===== src/rtl/usb_pkg.sv =====
`default_nettype none
// ============================================================================
// Package  : usb_pkg
// Brief    : Line-state and receiver FSM encodings, status/err_code constants.
// Revision : 1.0 - initial release
// ============================================================================
package usb_pkg;

  // Encoded as {d_p, d_n}
  typedef enum logic [1:0] {
    LINE_SE0 = 2'b00,
    LINE_K   = 2'b01,
    LINE_J   = 2'b10,
    LINE_SE1 = 2'b11
  } line_state_t;

  typedef enum logic [2:0] {
    ST_IDLE = 3'd0,
    ST_SYNC = 3'd1,
    ST_DATA = 3'd2,
    ST_EOP  = 3'd3,
    ST_ERR  = 3'd4
  } rx_state_t;

  localparam logic [1:0] c_STATUS_IDLE = 2'b00;
  localparam logic [1:0] c_STATUS_RX   = 2'b01;
  localparam logic [1:0] c_STATUS_OK   = 2'b10;
  localparam logic [1:0] c_STATUS_ERR  = 2'b11;

  localparam logic [1:0] c_ERR_NONE  = 2'b00;
  localparam logic [1:0] c_ERR_STUFF = 2'b01;
  localparam logic [1:0] c_ERR_OVF   = 2'b10;
  localparam logic [1:0] c_ERR_FRAME = 2'b11;

  function automatic line_state_t line_decode(input logic dp, input logic dn);
    return line_state_t'({dp, dn});
  endfunction

endpackage
`default_nettype wire


===== src/rtl/usb_rx_fifo.sv =====
`default_nettype none
// ============================================================================
// Module   : usb_rx_fifo
// Brief    : Word FIFO with flush; push into a full FIFO succeeds only with a pop.
// Revision : 1.0 - initial release
// ============================================================================
module usb_rx_fifo #(
  parameter int DATA_W     = 8,
  parameter int FIFO_DEPTH = 4
) (
  input  logic              clk,
  input  logic              rst,
  input  logic              flush,
  input  logic              push,
  input  logic [DATA_W-1:0] push_data,
  input  logic              pop,
  output logic [DATA_W-1:0] pop_data,
  output logic              full,
  output logic              empty,
  output logic              overflow
);

  localparam int c_PTR_W = $clog2(FIFO_DEPTH);
  localparam logic [c_PTR_W:0] c_DEPTH = (c_PTR_W+1)'(FIFO_DEPTH);

  logic [DATA_W-1:0]  r_mem [FIFO_DEPTH];
  logic [c_PTR_W-1:0] r_wr_ptr;
  logic [c_PTR_W-1:0] r_rd_ptr;
  logic [c_PTR_W:0]   r_count;
  logic               w_do_push;
  logic               w_do_pop;

  assign full      = (r_count == c_DEPTH);
  assign empty     = (r_count == '0);
  assign w_do_pop  = pop & ~empty;
  assign w_do_push = push & (~full | w_do_pop);
  assign overflow  = push & full & ~w_do_pop;
  // Gated so the output reads zero whenever nothing is held
  assign pop_data  = empty ? '0 : r_mem[r_rd_ptr];

  always_ff @(posedge clk or negedge rst) begin
    if (!rst) begin
      r_wr_ptr <= '0;
      r_rd_ptr <= '0;
      r_count  <= '0;
    end else if (flush) begin
      r_wr_ptr <= '0;
      r_rd_ptr <= '0;
      r_count  <= '0;
    end else begin
      if (w_do_push) r_wr_ptr <= r_wr_ptr + 1'b1;
      if (w_do_pop)  r_rd_ptr <= r_rd_ptr + 1'b1;
      case ({w_do_push, w_do_pop})
        2'b10:   r_count <= r_count + 1'b1;
        2'b01:   r_count <= r_count - 1'b1;
        default: r_count <= r_count;
      endcase
    end
  end

  always_ff @(posedge clk) begin
    if (w_do_push) r_mem[r_wr_ptr] <= push_data;
  end

endmodule
`default_nettype wire


===== src/rtl/usb_rx_decoder.sv =====
`default_nettype none
// ============================================================================
// Module   : usb_rx_decoder
// Brief    : Oversampled USB receiver: sync, NRZI decode, destuff, word FIFO.
// Revision : 1.0 - initial release
// ============================================================================
module usb_rx_decoder #(
  parameter int OVERSAMPLE = 4,
  parameter int DATA_W     = 8,
  parameter int FIFO_DEPTH = 4
) (
  input  logic              clk,
  input  logic              rst,
  input  logic              d_p,
  input  logic              d_n,
  input  logic              vbus,
  input  logic              rx_en,
  output logic [DATA_W-1:0] data_out,
  output logic              data_valid,
  input  logic              data_ready,
  output logic [1:0]        status,
  output logic [1:0]        err_code,
  output logic              eop
);

  import usb_pkg::*;

  localparam int c_PH_W  = $clog2(OVERSAMPLE);
  localparam int c_CNT_W = $clog2(DATA_W);
  localparam logic [c_PH_W-1:0]  c_PH_SAMPLE = c_PH_W'(OVERSAMPLE/2 - 1);
  localparam logic [c_PH_W-1:0]  c_PH_LAST   = c_PH_W'(OVERSAMPLE - 1);
  localparam logic [c_CNT_W-1:0] c_CNT_LAST  = c_CNT_W'(DATA_W - 1);
  localparam logic [c_CNT_W-1:0] c_SYNC_LAST = c_CNT_W'(7);
  localparam logic [2:0]         c_STUFF_RUN = 3'd6;

  logic [1:0]         r_dp_sync, r_dn_sync, r_vbus_sync;
  logic               r_dp_prev;
  logic [c_PH_W-1:0]  r_phase;
  rx_state_t          r_state, w_state_nxt;
  line_state_t        r_prev_line, w_line;
  logic [1:0]         r_status, r_err;
  logic [c_CNT_W-1:0] r_cnt;
  logic [2:0]         r_ones;
  logic [DATA_W-1:0]  r_shift;
  logic               r_push, r_eop, r_eop_seen;

  logic w_dp_edge, w_sample, w_rx_on, w_bit, w_line_jk;
  logic w_sync_enter, w_sync_bit, w_data_enter, w_bit_take, w_stuff_skip;
  logic w_eop_hit, w_err_hit;
  logic [1:0] w_err_val;
  logic w_pop, w_full, w_empty, w_fifo_ovf, w_flush;

  always_ff @(posedge clk or negedge rst) begin
    if (!rst) begin
      r_dp_sync   <= '0;
      r_dn_sync   <= '0;
      r_vbus_sync <= '0;
      r_dp_prev   <= 1'b0;
      r_phase     <= '0;
    end else begin
      r_dp_sync   <= {r_dp_sync[0], d_p};
      r_dn_sync   <= {r_dn_sync[0], d_n};
      r_vbus_sync <= {r_vbus_sync[0], vbus};
      r_dp_prev   <= r_dp_sync[1];
      // Every d_p edge realigns the bit clock
      if (w_dp_edge || r_phase == c_PH_LAST) r_phase <= '0;
      else                                   r_phase <= r_phase + 1'b1;
    end
  end

  assign w_dp_edge = r_dp_sync[1] ^ r_dp_prev;
  assign w_sample  = (r_phase == c_PH_SAMPLE);
  assign w_line    = line_decode(r_dp_sync[1], r_dn_sync[1]);
  assign w_line_jk = (w_line == LINE_J) || (w_line == LINE_K);
  assign w_bit     = (w_line == r_prev_line);
  assign w_rx_on   = r_vbus_sync[1] & rx_en;
  assign w_flush   = ~w_rx_on;

  always_ff @(posedge clk or negedge rst) begin
    if (!rst) r_state <= ST_IDLE;
    else      r_state <= w_state_nxt;
  end

  // The entering K is the first SYNC bit, so SYNC starts with one 0 counted.
  always_comb begin
    w_state_nxt  = r_state;
    w_sync_enter = 1'b0;
    w_sync_bit   = 1'b0;
    w_data_enter = 1'b0;
    w_bit_take   = 1'b0;
    w_stuff_skip = 1'b0;
    w_eop_hit    = 1'b0;
    w_err_hit    = 1'b0;
    w_err_val    = c_ERR_NONE;
    if (!w_rx_on) begin
      w_state_nxt = ST_IDLE;
    end else if (w_sample) begin
      case (r_state)
        ST_IDLE: begin
          if (w_line == LINE_K) begin
            w_state_nxt  = ST_SYNC;
            w_sync_enter = 1'b1;
          end
        end
        ST_SYNC: begin
          if (!w_line_jk || (w_bit != (r_cnt == c_SYNC_LAST))) begin
            w_err_hit = 1'b1;
            w_err_val = c_ERR_FRAME;
          end else begin
            w_sync_bit = 1'b1;
            if (r_cnt == c_SYNC_LAST) begin
              w_state_nxt  = ST_DATA;
              w_data_enter = 1'b1;
            end
          end
        end
        ST_DATA: begin
          if (w_line == LINE_SE1) begin
            w_err_hit = 1'b1;
            w_err_val = c_ERR_FRAME;
          end else if (w_line == LINE_SE0) begin
            w_state_nxt = ST_EOP;
          end else if (r_ones == c_STUFF_RUN) begin
            if (w_bit) begin
              w_err_hit = 1'b1;
              w_err_val = c_ERR_STUFF;
            end else begin
              w_stuff_skip = 1'b1;
            end
          end else begin
            w_bit_take = 1'b1;
          end
        end
        ST_EOP: begin
          if (!r_eop_seen) begin
            if (w_line == LINE_SE0) begin
              w_eop_hit = 1'b1;
            end else begin
              w_err_hit = 1'b1;
              w_err_val = c_ERR_FRAME;
            end
          end else if (w_line == LINE_J) begin
            w_state_nxt = ST_IDLE;
          end else if (w_line != LINE_SE0) begin
            w_err_hit = 1'b1;
            w_err_val = c_ERR_FRAME;
          end
        end
        ST_ERR: begin
          if (w_line == LINE_J) w_state_nxt = ST_IDLE;
        end
        default: w_state_nxt = ST_IDLE;
      endcase
      if (w_err_hit) w_state_nxt = ST_ERR;
    end
  end

  always_ff @(posedge clk or negedge rst) begin
    if (!rst) begin
      r_status    <= c_STATUS_IDLE;
      r_err       <= c_ERR_NONE;
      r_cnt       <= '0;
      r_ones      <= '0;
      r_shift     <= '0;
      r_push      <= 1'b0;
      r_eop       <= 1'b0;
      r_eop_seen  <= 1'b0;
      r_prev_line <= LINE_SE0;
    end else if (!w_rx_on) begin
      r_status    <= c_STATUS_IDLE;
      r_err       <= c_ERR_NONE;
      r_cnt       <= '0;
      r_ones      <= '0;
      r_shift     <= '0;
      r_push      <= 1'b0;
      r_eop       <= 1'b0;
      r_eop_seen  <= 1'b0;
      r_prev_line <= LINE_SE0;
    end else begin
      r_push <= 1'b0;
      r_eop  <= 1'b0;
      if (w_sample) r_prev_line <= w_line;
      if (w_sync_enter) begin
        r_status   <= c_STATUS_RX;
        r_err      <= c_ERR_NONE;
        r_cnt      <= c_CNT_W'(1);
        r_ones     <= '0;
        r_eop_seen <= 1'b0;
      end
      // The closing SYNC 1 counts toward the stuffing run
      if (w_sync_bit) begin
        r_cnt  <= r_cnt + 1'b1;
        r_ones <= w_bit ? r_ones + 1'b1 : '0;
      end
      if (w_data_enter) r_cnt <= '0;
      if (w_bit_take) begin
        r_shift <= {w_bit, r_shift[DATA_W-1:1]};
        r_ones  <= w_bit ? r_ones + 1'b1 : '0;
        if (r_cnt == c_CNT_LAST) begin
          r_cnt  <= '0;
          r_push <= 1'b1;
        end else begin
          r_cnt <= r_cnt + 1'b1;
        end
      end
      if (w_stuff_skip) r_ones <= '0;
      if (w_eop_hit) begin
        r_eop      <= 1'b1;
        r_eop_seen <= 1'b1;
        if (r_cnt != '0) begin
          r_status <= c_STATUS_ERR;
          r_err    <= c_ERR_FRAME;
        end else begin
          r_status <= c_STATUS_OK;
        end
      end
      if (w_err_hit) begin
        r_status <= c_STATUS_ERR;
        r_err    <= w_err_val;
      end
      if (w_fifo_ovf) r_err <= c_ERR_OVF;
    end
  end

  assign w_pop = ~w_empty & data_ready;

  usb_rx_fifo #(
    .DATA_W    (DATA_W),
    .FIFO_DEPTH(FIFO_DEPTH)
  ) u_fifo (
    .clk      (clk),
    .rst      (rst),
    .flush    (w_flush),
    .push     (r_push),
    .push_data(r_shift),
    .pop      (w_pop),
    .pop_data (data_out),
    .full     (w_full),
    .empty    (w_empty),
    .overflow (w_fifo_ovf)
  );

  assign data_valid = ~w_empty;
  assign status     = r_status;
  assign err_code   = r_err;
  assign eop        = r_eop;

endmodule
`default_nettype wire


===== config.mk =====
export PLATFORM = sky130hd
export DESIGN_NAME = usb_rx_decoder
export DESIGN_NICKNAME = d
export VERILOG_FILES = /design/src/rtl/usb_pkg.sv /design/src/rtl/usb_rx_fifo.sv /design/src/rtl/usb_rx_decoder.sv
export SDC_FILE = /design/constraint.sdc
export NUM_CORES = 1
export LEC_CHECK = 0
export ABC_CLOCK_PERIOD_IN_PS = 2770
export CORE_MARGIN = 1
export CORE_UTILIZATION = 44
export DETAILED_ROUTE_END_ITERATION = 7
export GPL_ROUTABILITY_DRIVEN = 0
export GPL_TIMING_DRIVEN = 0
export PLACE_DENSITY = 0.65
export SKIP_CTS_REPAIR_TIMING = 1
export SLEW_MARGIN = 30
export SYNTH_ARGS = -nofsm -noshare
export SYNTH_HDL_FRONTEND = slang
export SYNTH_SLANG_ARGS = --single-unit

===== constraint.sdc =====
create_clock -name clk -period 2.77 [get_ports clk]
set_input_delay 0.277 -clock clk [delete_from_list [all_inputs] [get_ports clk]]
set_output_delay 0.277 -clock clk [all_outputs]
set_load 0.03 [all_outputs]

Word-level counts from Yosys, hierarchy flattened
Memory sizes are Yosys's and may differ from the RTL's.
Index checks and enable logic that the tools add are counted.
{"block": "totals", "register_bits": 42, "latchBits": 0, "ram_bits": 32, "romBits": 0, "out_inout_bits": 14, "wordCells": 189, "mem_count": 1}
{"block": "op_classes", "add_sub_neg": 7, "n_mul": 0, "div_mod_pow": 0, "order_cmp": 0, "eq_ne": 31, "n_shift": 0, "n_mux": 111, "bitwise": 11, "n_reduce_logical": 10}
{"name": "u_fifo.r_mem", "depth": 4, "word_bits": 8, "read_ports": 1, "rd_clocked_by_memory_dff": 0, "wr": 1, "line": "usb_rx_fifo.sv:26", "rtl": "logic [DATA_W-1:0] r_mem [FIFO_DEPTH];"}
{"cell": "2-to-1 mux 3 bit", "count": 23}
{"cell": "2-to-1 mux 1 bit", "count": 57}
{"cell": "2-to-1 mux 2 bit", "count": 24}
{"cell": "2-to-1 mux 8 bit", "count": 3}
{"cell": "!= test 4 bit (second input constant)", "count": 6}
{"cell": "case mux 3 bit (5 select lines)", "count": 1}
{"cell": "equality test 3 bit (second input constant)", "count": 4}
{"cell": "!= test 5 x 1 -> 1 bit (second input constant)", "count": 2}
{"cell": "adder 3 x 1 -> 3 bit (second input constant)", "count": 3}
{"cell": "equality test 2 bit (second input constant)", "count": 4}
{"cell": "AND reduction 7 bit", "count": 1}
{"cell": "adder 2 x 1 -> 2 bit (second input constant)", "count": 3}
{"cell": "AND 1 bit", "count": 6}
{"cell": "equality test 2 x 1 -> 1 bit (second input constant)", "count": 3}
{"cell": "equality test 3 x 2 -> 1 bit (second input constant)", "count": 2}
{"cell": "logical NOT 3 bit", "count": 2}
{"cell": "!= test 2 x 1 -> 1 bit (second input constant)", "count": 3}
{"cell": "!= test 3 x 1 -> 1 bit (second input constant)", "count": 2}
{"cell": "case mux 2 bit (3 select lines)", "count": 1}
{"cell": "case mux 3 bit (2 select lines)", "count": 1}
{"cell": "!= test 4 x 1 -> 1 bit (second input constant)", "count": 1}
{"cell": "equality test 3 x 1 -> 1 bit (second input constant)", "count": 1}
{"cell": "logical OR 1 bit", "count": 3}
{"cell": "inverter 1 bit", "count": 3}
{"cell": "other kinds (11)", "count": 11}

Logic depth before layout (Yosys ltp)
{"block": "depth", "depth_word": 13, "mapped_depth": 9}

Modules after synthesis
From an unflattened synthesis, not the netlist that was laid out.
{"block": "hier_totals", "hier_cells": 321, "hier_area_um2": 3798.6}
{"mod": "usb_rx_decoder", "n_inst": 1, "cells_per_inst": 207, "area_each_um2": 1996.9}
{"mod": "usb_rx_fifo", "n_inst": 1, "cells_per_inst": 114, "area_each_um2": 1801.7}

Worst setup path before layout
No wires, ideal clock.
{"block": "synth_path", "kind": "register to register", "startpoint": "register r_dp_sync[1]", "endpoint": "register r_state[0]", "setup_ns": 0.125, "t_arrival_ns": 2.212, "t_required_ns": 2.645, "setup_slack_ns": 0.433, "stages_incl_launch_ff": 9, "path_buffers": 1, "synth_period_minus_slack_ns": 2.337, "path_cell_list": "dfrtp_1 buf_2 inv_1 ha_1 or3b_1 or4_4 nor2_2 o41ai_2 mux2_4"}
{"block": "synth_between", "elab_chain_len": 11, "elab_cells_between_ends": 35, "classes_between": "eq/ne: 11; mux: 18; reduce/logical: 6"}
{"element": "start: declaration", "line": "usb_rx_decoder.sv:36", "rtl": "logic [1:0] r_dp_sync, r_dn_sync, r_vbus_sync;"}
{"element": "start signal: assignment", "line": "usb_rx_decoder.sv:61", "rtl": "r_dp_sync <= {r_dp_sync[0], d_p};"}
{"element": "branches (longest 11 deep; another with AND reduction 7 bit)"}
{"element": "end signal: assignment", "line": "usb_rx_decoder.sv:81", "rtl": "else r_state <= w_state_nxt;"}
{"element": "end: declaration", "line": "usb_rx_decoder.sv:39", "rtl": "rx_state_t r_state, w_state_nxt;"}
Several ways; the timed one is not identified. The select of a mux whose other input is x is not followed.
A chain may end at the register's enable or synchronous reset.

Worst setup path after layout
{"block": "layout_path", "startpoint": "register u_fifo.r_rd_ptr[1]", "endpoint": "output data_out[1]"}
{"block": "layout_between", "elab_chain_len": 2}
{"element": "start: declaration", "line": "usb_rx_fifo.sv:28", "rtl": "logic [c_PTR_W-1:0] r_rd_ptr;"}
{"element": "start signal: assignment", "line": "usb_rx_fifo.sv:52", "rtl": "if (w_do_pop) r_rd_ptr <= r_rd_ptr + 1'b1;"}
{"element": "memory read (4 x 8 bit)"}
{"element": "2-to-1 mux 8 bit", "line": "usb_rx_fifo.sv:39", "rtl": "assign pop_data = empty ? '0 : r_mem[r_rd_ptr];"}
{"element": "end: declaration", "line": "usb_rx_decoder.sv:18", "rtl": "output logic [DATA_W-1:0] data_out,"}
No other way between the ends.

==> report_table.html <==
<table>
<tr><th>Metric</th><th>Value</th></tr>
<tr><th colspan="2">Worst setup path</th></tr>
<tr><td>RR Startpoint</td><td>r_dp_sync[1]$_DFF_PN0_</td></tr>
<tr><td>Cell depth of the worst flop-to-flop path</td><td>8</td></tr>
<tr><td>Highest-delay cell along the critical path</td><td>clkdlybuf4s50_1</td></tr>
<tr><td>Data required time of the critical path</td><td>2.49 ns</td></tr>
<tr><td>Maximum single-stage delay on the critical path</td><td>just under 0.6 ns</td></tr>
<tr><td>Critical setup path kind</td><td>reg -&gt; out</td></tr>
<tr><td>Worst reg2reg endpoint</td><td>r_state[0]$_DFFE_PN0P_</td></tr>
<tr><td>Worst-path cell chain</td><td>clkbuf_1 -&gt; mux4_2 -&gt; and2_1 -&gt; clkdlybuf4s50_1</td></tr>
<tr><td>Reg-to-reg setup timing slack</td><td>about 0.26 ns</td></tr>
<tr><td>Critical Path Sink Type</td><td>primary output</td></tr>
<tr><td>Arrival @ worst endpoint</td><td>about 2.3 ns</td></tr>
<tr><td>Worst setup SP type</td><td>register</td></tr>
<tr><td>Max Fanout on Critical Path</td><td>9</td></tr>
<tr><th colspan="2">Worst hold path</th></tr>
<tr><td>Number of instances on the worst hold path</td><td>0</td></tr>
<tr><td>Min-Delay Startpoint</td><td>r_dn_sync[0]$_DFF_PN0_</td></tr>
<tr><td>Tightest Hold Check Type</td><td>reg -&gt; reg</td></tr>
<tr><td>Min-Delay Endpoint</td><td>r_dn_sync[1]$_DFF_PN0_</td></tr>
<tr><th colspan="2">Pwr</th></tr>
<tr><td>Reg power frac</td><td>a little over half</td></tr>
<tr><td>Pwr Density</td><td>roughly 540 nW/um^2</td></tr>
<tr><td>Maximum resistive drop on vdd</td><td>between 0.0002 and 0.0003 V</td></tr>
<tr><td>Combinational cell fraction of total power</td><td>around 8.7%</td></tr>
<tr><td>Internal power</td><td>about 1.6 mW</td></tr>
<tr><td>Net Sw Power</td><td>about 0.54 mW</td></tr>
<tr><td>Power after layout</td><td>roughly 2.2 mW</td></tr>
<tr><td>Leakage component of the power</td><td>~1.7 nW</td></tr>
<tr><td>Switching fraction of total power</td><td>24.62%</td></tr>
<tr><td>Clock share of power</td><td>a little under two fifths</td></tr>
<tr><th colspan="2">Routing</th></tr>
<tr><td>Total number of vias</td><td>2210</td></tr>
<tr><td>Detailed-routing iteration count for the pre-antenna-repair pass</td><td>4</td></tr>
<tr><td>Vias per Instance</td><td>5.274</td></tr>
<tr><td>Post-Route WL</td><td>roughly 6300 um</td></tr>
<tr><td>Number of nets with antenna violations after routing</td><td>0</td></tr>
<tr><td>Average routed wire per standard cell</td><td>15.02 um</td></tr>
<tr><td>Remaining design rule violation count</td><td>0</td></tr>
<tr><td>Drt initial violations</td><td>approximately 180</td></tr>
<tr><th colspan="2">Global route</th></tr>
<tr><td>Via count of the first global-routing pass</td><td>about 2200</td></tr>
<tr><td>Overflow left after global routing</td><td>0</td></tr>
<tr><td>Maximum number of pins on one net before global-route repair</td><td>28</td></tr>
<tr><td>GR Util All Layers</td><td>17.29%</td></tr>
<tr><td>Antenna violations before repair</td><td>0</td></tr>
<tr><td>First-pass GRT wire length</td><td>between 10000 and 15000 um</td></tr>
<tr><th colspan="2">Timing</th></tr>
<tr><td>Max Clock Freq</td><td>~400 MHz</td></tr>
<tr><td>Slew HR</td><td>approximately three fifths</td></tr>
<tr><td>TNS Setup</td><td>0 ns</td></tr>
<tr><td>Final setup violation count</td><td>0</td></tr>
<tr><td>RSZ-0062 raised after global routing</td><td>false</td></tr>
<tr><td>Final worst path period share</td><td>91.24%</td></tr>
<tr><td>Actual transition at the worst max-transition pin</td><td>around 0.6 ns</td></tr>
<tr><td>Worst setup skew after layout</td><td>around 0.011 ns</td></tr>
<tr><td>Hold violation count in the final report</td><td>0</td></tr>
<tr><td>Tmin final</td><td>between 2 and 3 ns</td></tr>
<tr><td>Slew Limit Fails</td><td>0</td></tr>
<tr><th colspan="2">Synth</th></tr>
<tr><td>Ranking of synthesized cells by area</td><td>dfrtp_1 (30%), edfxtp_1 (27%), ha_1 (5.3%)</td></tr>
<tr><td>Synth unique cells</td><td>about 50</td></tr>
<tr><td>Cell type with the largest total area after synthesis</td><td>dfrtp_1</td></tr>
<tr><td>Post-Syn Instances</td><td>280</td></tr>
<tr><td>Predominant post-synthesis flop cell</td><td>dfrtp_1</td></tr>
<tr><td>Sequential area share after synthesis</td><td>57.06%</td></tr>
<tr><td>Ys async rst share</td><td>between 50% and 60%</td></tr>
<tr><td>Portion of synthesized cell area occupied by the leading cell type</td><td>slightly below 30%</td></tr>
<tr><td>Number of enable-type register cells in the synthesized netlist</td><td>32</td></tr>
<tr><td>Net count of the mapped netlist</td><td>between 300 and 400</td></tr>
<tr><td>Number of synthesized register bits</td><td>74</td></tr>
<tr><td>Total standard cell area after synthesis</td><td>3526 sq um</td></tr>
<tr><td>Ys Warns</td><td>0</td></tr>
<tr><td>Per-instance average area after synthesis</td><td>12.59 sq um</td></tr>
<tr><th colspan="2">Placed design</th></tr>
<tr><td>Detailed Place HPWL</td><td>roughly 4400 um</td></tr>
<tr><td>Input/output buffers</td><td>20</td></tr>
<tr><th colspan="2">Floorplanning</th></tr>
<tr><td>Site row count</td><td>32</td></tr>
<tr><td>Die height</td><td>~90 um</td></tr>
<tr><td>Die footprint</td><td>8375 sq um</td></tr>
<tr><td>Core region area</td><td>about 7700 sq um</td></tr>
<tr><td>Width of the die</td><td>91.52 um</td></tr>
<tr><td>I/O pin count</td><td>21</td></tr>
<tr><td>Initial cell density of the core</td><td>about 46%</td></tr>
<tr><th colspan="2">Outcome</th></tr>
<tr><td>Run status</td><td>complete, no violations</td></tr>
<tr><th colspan="2">Clock tree</th></tr>
<tr><td>Clock latency on the worst-skew pair</td><td>about 0.35 ns</td></tr>
<tr><td>CTS tree</td><td>built</td></tr>
<tr><td>Maximum buffer depth of the clock tree</td><td>2</td></tr>
<tr><td>Clock-pin slew on the worst setup and hold paths</td><td>approximately 0.08 ns</td></tr>
<tr><td>Number of buffers added by the clock tree synthesis step</td><td>9</td></tr>
<tr><td>H-tree levels</td><td>3</td></tr>
<tr><td>Total number of clock tree sinks</td><td>74</td></tr>
<tr><td>Clock Tree Root</td><td>clkbuf_8</td></tr>
<tr><th colspan="2">Final layout</th></tr>
<tr><td>Antenna diode count</td><td>0</td></tr>
<tr><td>Fraction of layout instances using a drive strength above 1</td><td>between 10% and 20%</td></tr>
<tr><td>Commonest non-fill, non-tap cell in the layout</td><td>dfrtp_1</td></tr>
<tr><td>Commonest cells after routing, fill and taps aside</td><td>dfrtp_1 (41), edfxtp_1 (32), nor2_1 (27)</td></tr>
<tr><td>Number of nets in the finished design</td><td>335</td></tr>
<tr><td>Layout area overhead</td><td>15.40%</td></tr>
<tr><th colspan="2">Flow run</th></tr>
<tr><td>Number of maximum-capacitance violations</td><td>0</td></tr>
</table>
[cell usage after synthesis (all sizes together), types with 2 or more instances]
| cell type | number |
|---|---|
| nor2 | 28 |
| nand4b | 2 |
| and3 | 3 |
| and2 | 14 |
| nand2b | 3 |
| o41ai | 3 |
| xor2 | 4 |
| o21ai | 7 |
| a31oi | 4 |
| xnor2 | 5 |
| nand3 | 7 |
| nor2b | 4 |
| buf | 4 |
| nor3b | 3 |
| ha | 15 |
| nand2 | 10 |
| a21oi | 6 |
| or4 | 2 |
| inv | 13 |
| clkbuf | 8 |
| a211oi | 3 |
| o31ai | 4 |
| nand4 | 3 |
| o22ai | 3 |
| nor3 | 7 |
| a21o | 4 |
| edfxtp | 32 |
| or3 | 2 |
| dfrtp | 42 |
| mux4 | 8 |
| nor4 | 2 |
| mux2i | 12 |
[how the worst max path moves through the flow]
stage / from / to / slack, ns / cells past startpoint
6_report: u_fifo.r_rd_ptr[1]$_DFFE_PN0P_ / data_out[1] / 0.24 / 4
3_5_place_dp: u_fifo.r_rd_ptr[0]$_DFFE_PN0P_ / data_out[0] / 0.17 / 4
3_3_place_gp: u_fifo.r_rd_ptr[0]$_DFFE_PN0P_ / data_out[0] / 0.20 / 4
5_1_grt: u_fifo.r_rd_ptr[1]$_DFFE_PN0P_ / data_out[1] / 0.1 / 4
2_1_floorplan: r_dp_sync[1]$_DFF_PN0_ / r_state[0]$_DFFE_PN0P_ / 0.43 / 8
4_1_cts: u_fifo.r_rd_ptr[0]$_DFFE_PN0P_ / data_out[0] / -0.21 / 4
[routing by layer]
layer,up-vias,global-route usage (%),wire length (um)
met1,1066,24.52,3152
met3,13,3.099,273
li1,1089,-,-
met5,-,0,0
met2,42,25.31,2721
met4,0,8.995,147
[metrics by stage]
| step | hold slack (ns) | area (sq um) | setup WS [ns] | std cells | util (%) |
|---|---|---|---|---|---|
| 4_1_cts | -0.1572 | 4061 | -0.2102 | 419 | 52.56 |
| 2_1_floorplan | -0.01859 | 3526 | 0.4334 | 280 | - |
| 6_report | 0.3535 | 4069 | 0.2426 | 419 | 52.66 |
| 5_1_grt | 0.3473 | 4069 | 0.09782 | 419 | 52.66 |
| 3_3_place_gp | 0.3318 | 3854 | 0.1964 | 402 | 49.87 |
| 3_5_place_dp | 0.2251 | 3869 | 0.1727 | 403 | 50.06 |
[critical path, delay by kind of cell (launching register included)]
family,cells,cell delay [ns]
DFF,1,0.32
muxes,1,0.38
and+or+nand+nor,1,0.17
buffers and inverters,2,1.02
[cell type report]
cell class,count,area (sq um)
Clock inverter,6,65.06
Buffer,11,55.05
Sequential cell,74,2013
Tap cell,102,127.6
Inverter,13,48.80
Clock buffer,10,127.6
Multi-Input combinational cell,181,1406
Fill cell,657,3659
Timing Repair Buffer,22,225.2
[power by group through the flow]
stage               combinational [mW]  sequential, mW  clock (mW)
finish                           0.189            1.18       0.818
detailed placement               0.194            1.20           0
global route                     0.212            1.18       0.886
floorplan                        0.129            1.20           0
CTS                              0.195            1.18       0.836
global placement                 0.190            1.20           0
[kinds of logic after synthesis]
kind of cell | Yosys count | share of synthesized area, %
AOI/OAI and AO/OA | 43 | 8.659
and+or+nand+nor | 92 | 13.73
DFF | 74 | 57.06
xor gates and xnor gates | 9 | 2.661
buffers and inverters | 25 | 3.052
adders and majority gates | 16 | 5.891
muxes | 21 | 8.942
[sequential cells by signal, indices dropped and copies added (netlist names), 2 cells and up]
name	flops
u_fifo.r_mem	32
r_shift	8
r_cnt	3
r_ones	3
r_state	3
u_fifo.r_count	3
err_code	2
r_dn_sync	2
r_dp_sync	2
r_phase	2
r_prev_line	2
r_vbus_sync	2
status	2
u_fifo.r_rd_ptr	2
u_fifo.r_wr_ptr	2
(Power assumes the default switching activity.)
==> edit 1: new RTL, same flow settings <==
Reset style: synchronous (`rst`), changed in 4 clocked blocks.
--- a/src/rtl/usb_rx_fifo.sv
+++ b/src/rtl/usb_rx_fifo.sv
@@ -38,7 +38,7 @@
   // Gated so the output reads zero whenever nothing is held
   assign pop_data  = empty ? '0 : r_mem[r_rd_ptr];
 
-  always_ff @(posedge clk or negedge rst) begin
+  always_ff @(posedge clk) begin
     if (!rst) begin
       r_wr_ptr <= '0;
       r_rd_ptr <= '0;
--- a/src/rtl/usb_rx_decoder.sv
+++ b/src/rtl/usb_rx_decoder.sv
@@ -50,7 +50,7 @@
   logic [1:0] w_err_val;
   logic w_pop, w_full, w_empty, w_fifo_ovf, w_flush;
 
-  always_ff @(posedge clk or negedge rst) begin
+  always_ff @(posedge clk) begin
     if (!rst) begin
       r_dp_sync   <= '0;
       r_dn_sync   <= '0;
@@ -76,7 +76,7 @@
   assign w_rx_on   = r_vbus_sync[1] & rx_en;
   assign w_flush   = ~w_rx_on;
 
-  always_ff @(posedge clk or negedge rst) begin
+  always_ff @(posedge clk) begin
     if (!rst) r_state <= ST_IDLE;
     else      r_state <= w_state_nxt;
   end
@@ -155,7 +155,7 @@
     end
   end
 
-  always_ff @(posedge clk or negedge rst) begin
+  always_ff @(posedge clk) begin
     if (!rst) begin
       r_status    <= c_STATUS_IDLE;
       r_err       <= c_ERR_NONE;
Behaviour: differs if rst is asserted again (counterexample within 10 cycles, from zero or initial values and one cycle with rst low); with rst held inactive, the same outputs for 10 cycles.
==> edit 1 against the original RTL <==
- worst setup slack gained 0.028 ns
- wire length shrank 0.27%
- via count grew 6.4%
- area after synthesis is 2.6% lower
- count of clock-buffer cells in the layout shrank 1
- sequential cell count up 2
- design area decreased by 3.1%
- hold slack improved by 0.082 ns
- sequential share of layout area fell by 2.7 points
Power is not compared: it rests on default switching activity, and its combinational part moved more than twofold at a synthesized area within 25%.
==> edit 1: results (changes against the original RTL) <==
| Metric | Value |
|---|---|
| CP Data Arrival Time | 2.22 ns (-0.03 ns) |
| GRT Total Usage | 17.0% (-0.29 points) |
| Placed cell areas | 3760 um^2 (-2.8%) |
| Primary FF master, synth | dfxtp_1 |
| Dominant cells by area after synthesis | edfxtp_1, dfxtp_1, ha_1 |
| Filler Cell Count | 666 (+1.4%) |
| Via density | 5.26 (-0.28%) |
| Hold endpoint | r_vbus_sync[1]$_SDFF_PN0_ |
| R2r endpoint | u_fifo.r_count[2]$_SDFFE_PN0P_ |
| FF/Latch Area | 1840 um^2 (-8.5%) |
| Starting DRT DRC Count | 124 (-31%) |
| Fmax | 400 MHz (+1.1%) |
| Sequential area share after synthesis | 53.6% (-3.5 points) |
| Pre-CTS setup slack | -0.0407 ns (-0.213 ns) |
| Slew at the pin closest to its max-slew limit | 0.591 ns (-0.00100 ns) |
| Leading cell types by count after synthesis | dfxtp_1, edfxtp_1, nand2_1 |
| Hold path depth | 1 (+1) |
| CP Capture Point | data_out[6] |
| Layout cells sized above 1 | 10.6% (-1.4 points) |
| Post-Route Hold Slack | 0.435 ns (+0.0816 ns) |
| Dpl cells | 431 (+6.9%) |
| Worst Hold Launch | r_vbus_sync[0]$_SDFF_PN0_ |
| Syn_area_per_cell | 11.0 um^2 (-13%) |
| First-pass GRT wire length | 10.7 mm (-2.6%) |
| Reg2reg setup slack | 0.31 ns (+0.05 ns) |
| Outcome | finished clean |
| WL final | 6.28 mm (-0.27%) |
| Vias in the first global route | 2,274 (+1.9%) |
| Synth top area share | 28.0% (-1.8 points) |
| Nets | 367 (+9.6%) |
[edit 1: cell type report]
type,count,area share [%]
plain buffers,13,1.78
clock buffers,9,3.14
clock inverters,7,1.46
inverters,21,2.00
multi-input cells,202,36.7
flip-flops and latches,76,46.7
well taps,99,3.14
repair buffers,20,5.08
[edit 1: cell families (layout without fill, tap and decap cells)]
logic type | count (synthesis) | in the layout | synth area share, %
XOR/XNOR | 11 | 11 | 2.80
AO/OA/AOI/OAI | 52 | 52 | 9.61
multiplexers | 12 | 12 | 6.41
buffers and inverters | 34 | 70 | 4.33
AND/OR/NAND/NOR | 110 | 110 | 16.8
flip-flops | 76 | 76 | 53.6
adder cells (fa/ha/maj) | 17 | 17 | 6.41
[edit 1: per-layer routing]
metal	vias up	global-route usage, %	wire length (um)
li1	1170	-	-
met1	1129	20.4	2860
met2	43	28.4	3070
met3	9	5.05	236
met4	0	7.26	110
met5	-	0	0
==> edit 2: new RTL, same flow settings <==
Without the edit above. `OVERSAMPLE`: 4 -> 8.
--- a/src/rtl/usb_rx_decoder.sv
+++ b/src/rtl/usb_rx_decoder.sv
@@ -5,7 +5,7 @@
 // Revision : 1.0 - initial release
 // ============================================================================
 module usb_rx_decoder #(
-  parameter int OVERSAMPLE = 4,
+  parameter int OVERSAMPLE = 8,
   parameter int DATA_W     = 8,
   parameter int FIFO_DEPTH = 4
 ) (
Behaviour: not the same (Yosys sat finds a counterexample within 10 cycles, from zero or initial values and one cycle with rst low).
==> edit 2 against the original RTL <==
- power shrank 1.9%
- die area grew 1.7%
- area after synthesis rose by 1.8%
- design area grew 1.2%
- clock skew fell by 0.0031 ns
- sequential power about the same
- worst setup slack got worse by 0.046 ns
- wire length increased by 1.0%
- sequential cell count is 1 higher
- largest power group unchanged
==> edit 2: results (changes against the original RTL) <==
| Metric | Value |
|---|---|
| XOR/XNOR share of the synthesized area | 2.37% (-0.29 points) |
| Leading cell types by count after synthesis | dfrtp_1, edfxtp_1, nor2_1 |
| Leakage | 1.75 nW (+0.58%) |
| Dominant cells by area after synthesis | dfrtp_1, edfxtp_1, ha_1 |
| GR Util met1 | 21.7% (-2.8 points) |
| Layout cells sized above 1 | 15.0% (+3.0 points) |
| Met2 Resource Use GR | 28.3% (+3.0 points) |
| GRT Total Usage | 17.1% (-0.22 points) |
| Yosys cell types | 53 (+3.9%) |
| Logic power comb | 0.131 mW (-31%) |
| Routing usage on met3 | 2.71% (-0.39 points) |
| Via density | 5.31 (+0.58%) |
| CP Capture Point | data_out[7] |
| Starting DRT DRC Count | 86 (-52%) |
| Worst r2r path cells | 7 (-1) |
| Detailed Place HPWL | 4.35 mm (-1.6%) |
| Clk pwr | 0.836 mW (+2%) |
| Outcome | finished clean |
| Critical-path maximum fanout | 10 (+1) |
| Sequential area share after synthesis | 56.8% (-0.30 points) |
| Final worst clock skew | 0.00839 ns (-0.00308 ns) |
| Hold endpoint | r_dp_sync[1]$_DFF_PN0_ |
| Asr flop ratio synth | 57.3% (+0.58 points) |
| Wl on met1 | 2.89 mm (-8.3%) |
| CP Data Arrival Time | 2.30 ns (+0.05 ns) |
| Worst Hold Launch | r_dp_sync[0]$_DFF_PN0_ |
| Nets | 333 (-0.60%) |
| Post-synthesis compound-gate area fraction | 7.60% (-1.1 points) |
| Multiplexer area fraction after synthesis | 8.68% (-0.26 points) |
| Post-synthesis adder-cell area fraction | 6.14% (+0.25 points) |
| Pre-CTS setup slack | 0.462 ns (+0.289 ns) |
| Post-Route Hold Slack | 0.351 ns (-0.00276 ns) |
| Clock share of power | 38.9% (+1.5 points) |
| Switching Share | 23.8% (-0.78 points) |
| Met2 WL | 3.20 mm (+18%) |
| VDD IR-drop max | 0.219 mV (-19%) |
| Filler Cell Count | 688 (+4.7%) |
| Fmax | 389 MHz (-1.8%) |
| Drt first pass iters | 6 (+2) |
| Largest net degree at the start of global routing | 44 (+57%) |
-- edit 2: cell count changes after synthesis, sizes merged, moves of 3 or more --
cell,change
nor3,-5
nor4b,+5
clkbuf,-4
nand2,+4
buf,+3
nor3b,+3
-- edit 2: final cells by class --
cell class              count  area share (%)
plain buffers              11            1.31
repair buffers             21            5.05
well taps                 102            3.10
inverters                  14            1.28
clock buffers              10            3.10
clock inverters             6            1.58
flip-flops and latches     75            49.5
multi-input cells         177            35.1
-- edit 2: through the flow --
step / utilization (%) / instances
2_1_floorplan: - / 277
3_3_place_gp: 50.2 / 399
3_5_place_dp: 50.1 / 399
4_1_cts: 52.6 / 415
5_1_grt: 52.7 / 416
6_report: 52.7 / 416
-- edit 2: worst max-delay path: stages, from the launching register on --
cell and delay [ns]:
dfrtp_1 0.32, buf_2 0.31, mux4_2 0.56, and2_1 0.17
clkdlybuf4s50_1 0.58
